### config.mk
export PLATFORM = sky130hd
export DESIGN_NAME = nibble_add_sequencer
export DESIGN_NICKNAME = d
export VERILOG_FILES = /design/src/rtl/nibble_add_sequencer.sv
export SDC_FILE = /design/constraint.sdc
export NUM_CORES = 1
export LEC_CHECK = 0
export CORE_MARGIN = 1.5
export CORE_UTILIZATION = 55
export CTS_BUF_LIST = sky130_fd_sc_hd__clkbuf_4 sky130_fd_sc_hd__clkbuf_8
export DETAILED_ROUTE_END_ITERATION = 10
export DONT_BUFFER_PORTS = 1
export HOLD_SLACK_MARGIN = 0.1
export MAX_ROUTING_LAYER = met4
export PLACE_DENSITY = 0.77
export SETUP_SLACK_MARGIN = 0.5
export SYNTH_ARGS = -nofsm -noshare
export SYNTH_HDL_FRONTEND = slang
export SYNTH_SLANG_ARGS = --single-unit
### constraint.sdc
create_clock -name clk -period 2.1 [get_ports clk]
set_input_delay 0.42 -clock clk [delete_from_list [all_inputs] [get_ports clk]]
set_output_delay 0.42 -clock clk [all_outputs]
set_load 0.03 [all_outputs]
### src/rtl/nibble_add_sequencer.sv
// Sequences one external 4-bit adder across NIBBLES nibbles, LSB first, to form a W-bit sum.
// Define NIBBLE_SEQ_OVF_EN to add the registered two's-complement overflow output ovf.
module nibble_add_sequencer #(
  parameter int NIBBLES = 4
) (
  input  logic                 clk,
  input  logic                 rst_n,
  input  logic                 start,
  input  logic                 cin,
  input  logic [4*NIBBLES-1:0] a,
  input  logic [4*NIBBLES-1:0] b,
  output logic [3:0]           add_a,
  output logic [3:0]           add_b,
  output logic                 add_cin,
  input  logic [3:0]           add_sum,
  input  logic                 add_cout,
  output logic                 busy,
  output logic                 done,
  output logic [4*NIBBLES-1:0] sum,
  output logic                 cout
`ifdef NIBBLE_SEQ_OVF_EN
  ,
  output logic                 ovf
`endif
);

  localparam int W  = 4 * NIBBLES;
  localparam int IW = $clog2(NIBBLES);
  localparam logic [IW-1:0] LAST = IW'(NIBBLES - 1);

  typedef enum logic [1:0] {
    IDLE = 2'd0,
    RUN  = 2'd1,
    DONE = 2'd2
  } state_t;

  state_t        state;
  logic [IW-1:0] idx;
  logic          carry;
  logic [W-1:0]  a_lat;
  logic [W-1:0]  b_lat;
  logic [W-1:0]  work;
  logic [W-1:0]  work_nxt;
  logic [IW+1:0] nib_lo;

  assign busy   = (state == RUN);
  assign done   = (state == DONE);
  assign nib_lo = {idx, 2'b00};

  always_comb begin
    add_a   = '0;
    add_b   = '0;
    add_cin = 1'b0;
    if (state == RUN) begin
      add_a   = a_lat[nib_lo +: 4];
      add_b   = b_lat[nib_lo +: 4];
      add_cin = carry;
    end
  end

  // Merged view lets the final edge load sum including the nibble being produced now.
  always_comb begin
    work_nxt             = work;
    work_nxt[nib_lo +: 4] = add_sum;
  end

  always_ff @(posedge clk or negedge rst_n) begin
    if (!rst_n) begin
      state <= IDLE;
      idx   <= '0;
      carry <= 1'b0;
      a_lat <= '0;
      b_lat <= '0;
      work  <= '0;
      sum   <= '0;
      cout  <= 1'b0;
`ifdef NIBBLE_SEQ_OVF_EN
      ovf   <= 1'b0;
`endif
    end else begin
      case (state)
        IDLE, DONE: begin
          if (start) begin
            state <= RUN;
            a_lat <= a;
            b_lat <= b;
            carry <= cin;
            idx   <= '0;
          end else begin
            state <= IDLE;
          end
        end
        RUN: begin
          work  <= work_nxt;
          carry <= add_cout;
          if (idx == LAST) begin
            state <= DONE;
            idx   <= '0;
            sum   <= work_nxt;
            cout  <= add_cout;
`ifdef NIBBLE_SEQ_OVF_EN
            // The adder hides its MSB-internal carry, so use the operand/result sign rule.
            ovf   <= (a_lat[W-1] == b_lat[W-1]) && (add_sum[3] != a_lat[W-1]);
`endif
          end else begin
            idx <= idx + 1'b1;
          end
        end
        default: state <= IDLE;
      endcase
    end
  end

endmodule

Yosys cells after proc, flatten, opt, wreduce, memory -nomap -nowiden. Cells that the tools add are included.

Logic and storage cells: 37. Output and inout bits: 28. Latch bits: 0. Bits in read-only memories: 0. RAM bits: 0. Memories kept: 0. Register bits after elaboration: 70.

Mux-type cells: 12. Add/sub/neg operators: 2. Eq/ne operators: 5. Bitwise gates (word level): 0. Order comparisons: 0. $mul: 0. Reduce and logical (&&, ||, !) cells: 6. Shifts and indexed selects: 4. Div/mod/pow operators: 0.

Operators with widths (count): 16-bit by 5-bit variable part select with 4-bit output (2); 16-bit bitwise mux (1); 4-bit by 6-bit variable shift with 16-bit output, first input constant (1); 4-bit by 6-bit variable part select with 16-bit output (1); 4-bit two-way mux (2); 2-bit case mux with 2 select lines (2); 2-bit two-way mux (3); 4-bit negator with 6-bit output (1); 2-bit AND reduction (3); 2-bit == test, second input constant (2); 1-bit two-way mux (3); 2-bit by 1-bit adder with 2-bit output, second input constant (1); 2-bit by 1-bit == test with 1-bit output, second input constant (1); 2-bit zero test (1); 2-bit by 1-bit != test with 1-bit output, second input constant (1); 2-bit != test, second input constant (1); 1-bit case mux with 2 select lines (1); 2-bit nonzero test (1); 2-bit OR reduction (1).

Longest topological paths before layout. Gate-level depths: netlist (run 1).

Depth after elaboration: 4. Gate-level depth with buffers: 7. Mapped depth without buffers: 5.

Worst setup path after synthesis (run 1). No wires, ideal clock.

Path type: register to output. From: register state[1]. To: output port add_a[0]. Cell stages (with the launch flop): 5. Buffers on the path: 1. Data arrival time: 1474 ps. Setup slack: 206 ps. Required time: 1680 ps. Cell sequence: dfrtp_1 > nand2b_2 > inv_1 > clkbuf_1 > and2_1.

Longest elaborated chain between the ends: 2.

Ends and longest elaborated chain: start, declared (line 37) `state_t state;`; start signal, assigned (line 69) `state <= IDLE;`; start signal, assigned (line 84) `state <= RUN;`; start signal, assigned (line 90) `state <= IDLE;`; 2-bit by 1-bit == test with 1-bit output; named net busy (line 17) `output logic busy,`; 4-bit two-way mux (line 54) `if (state == RUN) begin`; end, declared (line 12) `output logic [3:0] add_a,`.

The timed path passes the listed nets, and every way through them passes these cells.

Worst setup path in the final report (run 1).
From: register idx[0]. To: output port add_a[0].

Longest elaborated chain between the ends: 2.

Ends and longest elaborated chain: start, declared (line 38) `logic [IW-1:0] idx;`; start signal, assigned (line 106) `idx <= idx + 1'b1;`; 16-bit by 5-bit variable part select with 4-bit output (line 55) `add_a = a_lat[nib_lo +: 4];`; 4-bit two-way mux (line 54).

Every way passes these cells.

==> results of run 1 <==
-- registers in the layout (all words and copies together), names as in the netlist --
name	count
a_lat	16
b_lat	16
carry	1
cout	1
idx	2
state	2
sum	16
work	16
-- layout make-up --
class | count | area (µm²) | area share
well taps | 72 | 90.1 | 0.0236
inverters | 8 | 41.3 | 0.0108
clock buffers | 11 | 145 | 0.0380
multi-input cells | 217 | 1470 | 0.385
flip-flops and latches | 70 | 1760 | 0.460
repair buffers | 30 | 269 | 0.0704
clock inverters | 4 | 47.5 | 0.0124
-- layout by cell type (no fill, tap or decap), types with 2 or more instances in the layout --
cell type   instances
o22a_1              4
clkinvlp_4          2
a32oi_2             3
a32o_1             16
o21ai_0             5
and2b_1             3
mux4_2              7
nor2b_2             2
ha_4                3
clkbuf_8           10
a31oi_1             5
o31ai_1             2
and4bb_4            2
inv_1               5
dfrtp_1            67
nand2_1           103
a21oi_1            12
nand4_1             4
clkinv_2            2
nand2b_1            5
ha_1                3
and3b_2             2
buf_6               3
buf_12              2
buf_4              24
dfrtp_2             3
and4b_2             3
and2_4             10
nor2_1             13
-- power breakdown --
part           switching [µW]  internal (µW)  total [µW]  leakage (µW)
logic                    1530           1500        3030      0.000816
registers                 764           1990        2760      0.000874
clock network             493            583        1080     0.0000986
-- metrics by stage --
step / worst slack, ns / instance area, µm² / power, µW / util / hold slack [ns]
after floorplan: 0.420 / 3340 / 4860 / - / 0.124
after global placement: 0.222 / 3360 / 5170 / 0.600 / 0.126
after detailed placement: 0.174 / 3360 / 5280 / 0.600 / 0.126
after CTS: 0.0721 / 3750 / 6760 / 0.669 / -0.260
after global routing: 0.0607 / 3820 / 7320 / 0.681 / -0.262
final: 0.102 / 3820 / 6860 / 0.681 / -0.244
-- repair_timing --
item,4_1_cts,5_1_grt
endpoints found under the hold margin,70,70
pin swaps,4,14
setup buffers,12,9
gates resized for setup,21,0
setup endpoints to repair,44,43
cloned,1,0
-- worst paths after layout --
path | start | to | slack (ns)
worst max register to register | idx[0]$_DFFE_PN0P_ | sum[12]$_DFFE_PN0P_ | 0.16
max in group asynchronous | rst_n | work[3]$_DFFE_PN0P_ | 2.25
worst max-delay path | idx[0]$_DFFE_PN0P_ | add_a[0] | 0.10
worst min-delay path | rst_n | b_lat[9]$_DFFE_PN0P_ | -0.24
min in group clk | a[5] | a_lat[5]$_DFFE_PN0P_ | 0.17
worst min register to register | b_lat[0]$_DFFE_PN0P_ | b_lat[0]$_DFFE_PN0P_ | 0.48
-- kinds of logic (layout without fill, tap and decap cells) --
family                     after synthesis  in the layout  share of synthesized area
AOI/OAI and AO/OA                       48             48                      0.111
and+or+nand+nor                        153            154                      0.223
DFF                                     70             70                      0.537
muxes                                    9              9                     0.0598
adders and majority gates                6              6                     0.0230
buffers and inverters                   32             53                     0.0464
-- routing by layer --
layer / global-route usage / part of all wire
met5: - / 0
met4: 0.114 / 0.022
met3: 0.0549 / 0.053
met2: 0.383 / 0.49
met1: 0.314 / 0.43
==> impl_metrics.toml, run 1 <==
[status]
failed_checks = "negative hold slack"
status = "complete, but fails checks"

[layout]
drive_above_1_share = 0.256
n_fill_cell = 432
syn2layout_area_growth_pct = 17.0
final_cells = 412
num-nets-final = 383
antenna_cells = 0

[worst_setup_path]
crit_path_start_kind = "flop"
cp.depth = 3
critPathSlowestCell = "mux4_2"
required_ns = 1.68
reg2reg_depth = 8
cp.arrival_ns = 1.58
critPathMaxFanout = 4
endpoint_kind = "output port"
slowest_delay_ns = 0.48
critPathTopFamily = "multiplexers"
path_buf_inv = 1
worst-setup-path-type = "flop to output port"
crit_chain = "buf_6, mux4_2, and2_4"

[detailed_routing]
num_vias = 2395
vias_per_cell = 5.81
initialDrtViolationCount = 175
wirelength_um = 7010
drc = 0
ant_nets = 0
firstDrtPassIters = 4
wire_per_inst_um = 17.0

[global_routing]
grt_pass1_vias = 2370
gr-total-overflow = 0
grt_use_total = 0.248
grt_antenna_before_repair = 0
grt_pass1_wl_um = 11600
grt_start_max_net_pins = 71

[yosys]
synth_common_cells = "nand2_1 (103), dfrtp_1 (70), a32o_1 (16)"
synth_area_um2 = 3260
ys_seq_area_frac = 0.537
synth.most_common_cell = "nand2_1"
synth_cell_type_count = 36
synth_async_sr_flop_share = 1.00
syn_avg_cell_area_um2 = 10.3
synth_edf_count = 0
synth_top_area_share = 0.537
synthTopCellsByArea = "dfrtp_1 (54%), nand2_1 (12%), a32o_1 (4.9%)"
synth_ff_type = "dfrtp_1"
postSynthCellCount = 318
yosys_warnings = 0
syn_nets = 365
synth_top_cell_by_area = "dfrtp_1"
ys_ff_latch = 70

[floorplan]
fp.dieH_um = 80.0
initial_core_util = 0.582
dieWidth_um = 80.0
core_um2 = 5610
io_pins = 69
rows = 27
dieArea_um2 = 6410

[sta]
final.period_utilization = 0.951
slew_headroom = 0.758
fin_crit_ns = 2.00
rsz0062_at_grt = "true"
fin_tns_setup_ns = 0
fin_skew_ns = 0.00805
max_freq_mhz = 501
hold_slack_ns = -0.244
hold_viol_final = 70
setup_viol = 0
drv_slew = 0
tightest_slew_ns = 0.361

[clock_network]
clockBufferDepth = 2
cts_buffers = 9
cts-root-buf = "clkbuf_8"
insertion_delay_ns = 0.35
cts_tree = "done"
clock-sinks = 70
htreeDepth = 3
clk_pin_slew_ns = 0.07

[min_path]
min-delay-path-class = "input pin to asynchronous set/reset pin"

[place]
portBuffers = 0
dp_hpwl_um = 4400
placed_cells = 375
place_congestion = 0.795

[power]
p_per_area_nw_per_um2 = 1800
vdd.ir_drop.worst_mv = 0.880
leakagePower_uw = 0.00179

[flow_run]
max-cap-violations = 0
(Power assumes the default switching activity.)
==> run 2: changes to the inputs <==
--- a/config.mk
+++ b/config.mk
@@ -12,7 +12,7 @@
 export DONT_BUFFER_PORTS = 1
 export HOLD_SLACK_MARGIN = 0.1
 export MAX_ROUTING_LAYER = met4
-export PLACE_DENSITY = 0.77
+export PLACE_DENSITY = 0.74
 export SETUP_SLACK_MARGIN = 0.5
 export SYNTH_ARGS = -nofsm -noshare
 export SYNTH_HDL_FRONTEND = slang
==> run 2 against run 1 <==
  * The run still ends with negative hold slack left
  * Combinational power grew 16%
  * First-iteration DRC count down 29%
  * Via count grew 0.54%
  * Global-route usage is 0.18 points higher
  * Power rose by 4.7%
  * Hold slack gained 0.0061 ns
  * Sequential share of layout area decreased by 1.5 points
  * Clock power shrank 13%
  * Routed wire length is 5.4% higher
  * Count of clock-buffer cells in the layout increased by 2
  * Utilization increased by 2.4 points
  * Critical path type unchanged
  * Largest cell class unchanged
==> impl_metrics.toml, run 2 (synthesis results as in run 1) <==
[status]
status = "complete, but fails checks"
failed_checks = "negative hold slack"

[worst_setup_path]
cp.arrival_ns = 1.60
slowest_delay_ns = 0.50
crit_chain = "buf_8, mux4_2, and2_4"
critPathSlowestCell = "mux4_2"
crit_path_start_kind = "flop"
endpoint_kind = "output port"
critPathMaxFanout = 5
required_ns = 1.68
worst-setup-path-type = "flop to output port"

[clock_network]
insertion_delay_ns = 0.34
clockBufferDepth = 2
htreeDepth = 3
cts-root-buf = "clkbuf_8"
cts_buffers = 9
cts_tree = "done"
clock-sinks = 70
clk_pin_slew_ns = 0.08

[layout]
drive_above_1_share = 0.312
syn2layout_area_growth_pct = 21.2
num-nets-final = 392
final_cells = 421
final_common_cell = "nand2_1"
final_cell_mix = "nand2_1 (102), dfrtp_1 (68), buf_4 (20)"
antenna_cells = 0

[sta]
drv_slew = 0
hold_slack_ns = -0.238
hold_viol_final = 70
rsz0062_at_grt = "true"
fin_tns_setup_ns = 0
slew_headroom = 0.758
tightest_slew_ns = 0.362
final.period_utilization = 0.962
setup_viol = 0
fin_skew_ns = 0.0137
fin_crit_ns = 2.02
max_freq_mhz = 495

[detailed_routing]
vias_per_cell = 5.72
met2WireLength_um = 3670
firstDrtPassIters = 5
top_layer = "met4"
num_vias = 2408
ant_nets = 0
initialDrtViolationCount = 125
wl_met3_um = 357
wirelength_um = 7400
wire_per_inst_um = 17.6
drc = 0
wl_met1_um = 3190

[power]
p_per_area_nw_per_um2 = 1820
switching_share = 0.407
switchingPower_uw = 2930
leakagePower_uw = 0.00185
clkPwrFrac = 0.131
pwr-share-seq = 0.380
internal-power_uw = 4260
p_comb_frac = 0.489
vdd.ir_drop.worst_mv = 0.852

[global_routing]
grt_antenna_before_repair = 0
grt_start_max_net_pins = 71
grt_pass1_vias = 2450
gr-total-overflow = 0
grt_use_total = 0.250
grt_pass1_wl_um = 11700

[floorplan]
fp.dieH_um = 80.0
initial_core_util = 0.582
io_pins = 69
dieWidth_um = 80.0
dieArea_um2 = 6410
rows = 27
core_um2 = 5610

[place]
dp_hpwl_um = 4270
placed_cells = 376
place_congestion = 0.851
portBuffers = 0

[min_path]
min-delay-path-class = "input pin to asynchronous set/reset pin"

[flow_run]
max-cap-violations = 0
-- run 2: changes by cell type in the layout (fill, tap and decap cells not counted), sizes merged --
cell	change
buf	+10
and3b	-1
clkinvlp	-1
bufinv	-1
clkbuf	+2
-- run 2: routing by layer --
| metal | up-vias | global-route usage |
|---|---|---|
| li1 | 1143 | - |
| met3 | 18 | 0.0549 |
| met4 | 0 | 0.103 |
| met1 | 1182 | 0.309 |
| met5 | - | - |
| met2 | 65 | 0.400 |
-- run 2: what timing repair did --
action	in CTS	in global routing
endpoints found under the hold margin	70	70
setup endpoints to repair	44	44
setup buffers	26	3
cloned	1	0
pin swaps	56	8
gates resized for setup	39	14
-- run 2: critical path: cells and delay by family (launching register included) --
| kind | cells | cell delay, ns |
|---|---|---|
| AND/OR/NAND/NOR | 1 | 0.19 |
| buffers and inverters | 1 | 0.13 |
| flip-flops | 1 | 0.44 |
| multiplexers | 1 | 0.50 |
-- run 2: power by group through the flow --
stage / registers [µW] / logic (µW) / clock network [µW]
after CTS: 2720 / 3300 / 952
final: 2730 / 3520 / 941
after detailed placement: 2800 / 2500 / 0
after global routing: 2810 / 3820 / 1010
after floorplan: 2620 / 2240 / 0
after global placement: 2770 / 2430 / 0
-- run 2: final cells by class --
type | count | area [µm²]
flip-flops and latches | 70 | 1760
well taps | 72 | 90.1
multi-input cells | 216 | 1510
clock buffers | 13 | 154
repair buffers | 40 | 397
clock inverters | 2 | 10.0
fillers | 426 | 1650
inverters | 8 | 41.3
-- run 2: metrics by stage --
stage | total power, µW | utilization | worst slack, ns | cell area [µm²] | hold WS (ns)
after floorplan | 4860 | - | 0.420 | 3340 | 0.124
after global placement | 5190 | 0.601 | 0.220 | 3370 | 0.126
after detailed placement | 5290 | 0.601 | 0.152 | 3370 | 0.127
after CTS | 6970 | 0.692 | 0.0736 | 3880 | -0.237
after global routing | 7640 | 0.705 | 0.0456 | 3960 | -0.251
final | 7190 | 0.705 | 0.0793 | 3960 | -0.238
-- run 2: final timing paths --
| check | startpoint | endpoint | slack [ns] | cells after the start |
|---|---|---|---|---|
| min | rst_n | sum[6]$_DFFE_PN0P_ | -0.24 | 0 |
| max in group asynchronous | rst_n | sum[10]$_DFFE_PN0P_ | 2.20 | 0 |
| max | idx[0]$_DFFE_PN0P_ | add_b[1] | 0.08 | 3 |
| min reg2reg | b_lat[8]$_DFFE_PN0P_ | b_lat[8]$_DFFE_PN0P_ | 0.47 | 2 |
| max reg2reg | idx[0]$_DFFE_PN0P_ | work[8]$_DFFE_PN0P_ | 0.20 | 8 |
| min in group clk | b[1] | b_lat[1]$_DFFE_PN0P_ | 0.18 | 2 |
==> run 3: changes to the inputs <==
--- a/config.mk
+++ b/config.mk
@@ -8,12 +8,13 @@
 export CORE_MARGIN = 1.5
 export CORE_UTILIZATION = 55
 export CTS_BUF_LIST = sky130_fd_sc_hd__clkbuf_4 sky130_fd_sc_hd__clkbuf_8
+export CTS_CLUSTER_SIZE = 16
 export DETAILED_ROUTE_END_ITERATION = 10
 export DONT_BUFFER_PORTS = 1
 export HOLD_SLACK_MARGIN = 0.1
-export MAX_ROUTING_LAYER = met4
 export PLACE_DENSITY = 0.74
 export SETUP_SLACK_MARGIN = 0.5
+export SLEW_MARGIN = 20
 export SYNTH_ARGS = -nofsm -noshare
 export SYNTH_HDL_FRONTEND = slang
 export SYNTH_SLANG_ARGS = --single-unit
==> run 3 against run 2 <==
  * The run still ends with negative hold slack left
  * Non-clock buffer count stayed put
  * Maximum frequency barely moved
  * Count of clock-buffer cells in the layout unchanged
  * Register-to-register slack is essentially flat
  * Worst setup slack gained 0.00086 ns
  * Critical endpoint unchanged
  * Largest cell class unchanged
  * Largest power group unchanged
==> impl_metrics.toml, run 3 (synthesis results as in run 1) <==
[floorplan]
core_um2 = 5610
io_pins = 69
dieArea_um2 = 6410
fp.dieH_um = 80.0
initial_core_util = 0.582
rows = 27
dieWidth_um = 80.0

[global_routing]
grt_use_total = 0.243
grt_pass1_wl_um = 11700
grt_start_max_net_pins = 71
gr-total-overflow = 0
grt_pass1_vias = 2445
grt_antenna_before_repair = 0

[power]
clkPwrFrac = 0.132
vdd.ir_drop.worst_mv = 0.850
internal-power_uw = 4260
leakagePower_uw = 0.00185
p_comb_frac = 0.489
p_per_area_nw_per_um2 = 1820
switching_share = 0.407
pwr-share-seq = 0.379
switchingPower_uw = 2930

[worst_setup_path]
critPathMaxFanout = 5
endpoint_kind = "output port"
required_ns = 1.68
worst-setup-path-type = "flop to output port"
cp.arrival_ns = 1.60
slowest_delay_ns = 0.50
crit_chain = "buf_8, mux4_2, and2_4"
crit_path_start_kind = "flop"
critPathSlowestCell = "mux4_2"

[layout]
syn2layout_area_growth_pct = 21.2
num-nets-final = 392
final_common_cell = "nand2_1"
fin_util = 0.705
antenna_cells = 0
n_fill_cell = 426
final_cell_mix = "nand2_1 (102), dfrtp_1 (68), buf_4 (20)"
drive_above_1_share = 0.312
final-seq-area_um2 = 1760
multiInputGateArea_um2 = 1510

[clock_network]
cts_tree = "done"
htreeDepth = 3
cts_buffers = 9
clockBufferDepth = 2
cts-root-buf = "clkbuf_8"
clk_pin_slew_ns = 0.08
insertion_delay_ns = 0.35
clock-sinks = 70

[detailed_routing]
wirelength_um = 7370
initialDrtViolationCount = 122
wire_per_inst_um = 17.5
drc = 0
ant_nets = 0
vias_per_cell = 5.78
num_vias = 2432
firstDrtPassIters = 4

[sta]
drv_slew = 0
hold_viol_final = 70
tightest_slew_ns = 0.362
fin_tns_setup_ns = 0
max_freq_mhz = 495
fin_skew_ns = 0.0151
final.period_utilization = 0.962
setup_viol = 0
rsz0062_at_grt = "true"
hold_slack_ns = -0.239
slew_headroom = 0.757
fin_crit_ns = 2.02

[place]
dp_hpwl_um = 4270
place_congestion = 0.838
portBuffers = 0

[min_path]
min-delay-path-class = "input pin to asynchronous set/reset pin"

[flow_run]
max-cap-violations = 0

[status]
failed_checks = "negative hold slack"
status = "complete, but fails checks"
run 3: power by group through the flow:
stage	registers [µW]	logic (µW)	clock network (µW)
after CTS	2720	3300	952
after global placement	2770	2430	0
after floorplan	2620	2240	0
after global routing	2810	3820	1010
final	2730	3520	945
after detailed placement	2800	2500	0
run 3: worst paths after layout:
kind	startpoint	end	slack (ns)	cells after the start
worst max-delay path	idx[0]$_DFFE_PN0P_	add_b[1]	0.08	3
worst min-delay path	rst_n	sum[6]$_DFFE_PN0P_	-0.24	0
worst max register to register	idx[0]$_DFFE_PN0P_	work[8]$_DFFE_PN0P_	0.20	8
worst min register to register	b_lat[8]$_DFFE_PN0P_	b_lat[8]$_DFFE_PN0P_	0.47	2
max in group asynchronous	rst_n	work[10]$_DFFE_PN0P_	2.20	0
min in group clk	b[1]	b_lat[1]$_DFFE_PN0P_	0.18	2
run 3: critical path: cells and delay by family (launching register included):
kind                   cells  cell delay [ns]
buffers and inverters      1             0.13
flip-flops                 1             0.44
multiplexers               1             0.50
AND/OR/NAND/NOR            1             0.19
run 3: final cells by class:
class,count,share of cell area
Sequential cell,70,0.444
Multi-Input combinational cell,216,0.381
Timing Repair Buffer,40,0.100
Clock buffer,13,0.0389
Tap cell,72,0.0228
Inverter,8,0.0104
Clock inverter,2,0.00253
run 3: per-stage QoR:
| stage | power, µW | cells | hold WS [ns] | setup slack (ns) | area, µm² |
|---|---|---|---|---|---|
| 2_1_floorplan | 4860 | 318 | 0.124 | 0.420 | 3340 |
| 3_3_place_gp | 5190 | 376 | 0.126 | 0.220 | 3370 |
| 3_5_place_dp | 5290 | 376 | 0.127 | 0.152 | 3370 |
| 4_1_cts | 6970 | 418 | -0.237 | 0.0736 | 3880 |
| 5_1_grt | 7640 | 421 | -0.250 | 0.0451 | 3960 |
| 6_report | 7190 | 421 | -0.239 | 0.0801 | 3960 |
run 3: routing by layer:
| metal | routed length [µm] | GRT usage |
|---|---|---|
| met3 | 382 | 0.0571 |
| met5 | 0 | 0 |
| met2 | 3670 | 0.400 |
| met1 | 3170 | 0.308 |
| met4 | 157 | 0.103 |
run 3: timing repair:
item                       4_1_cts  5_1_grt
gates cloned                     1        0
setup buffers                   26        3
setup endpoints to repair       44       44
hold endpoints to repair        70       70
pin swaps                       56        8
resized for setup               39       14
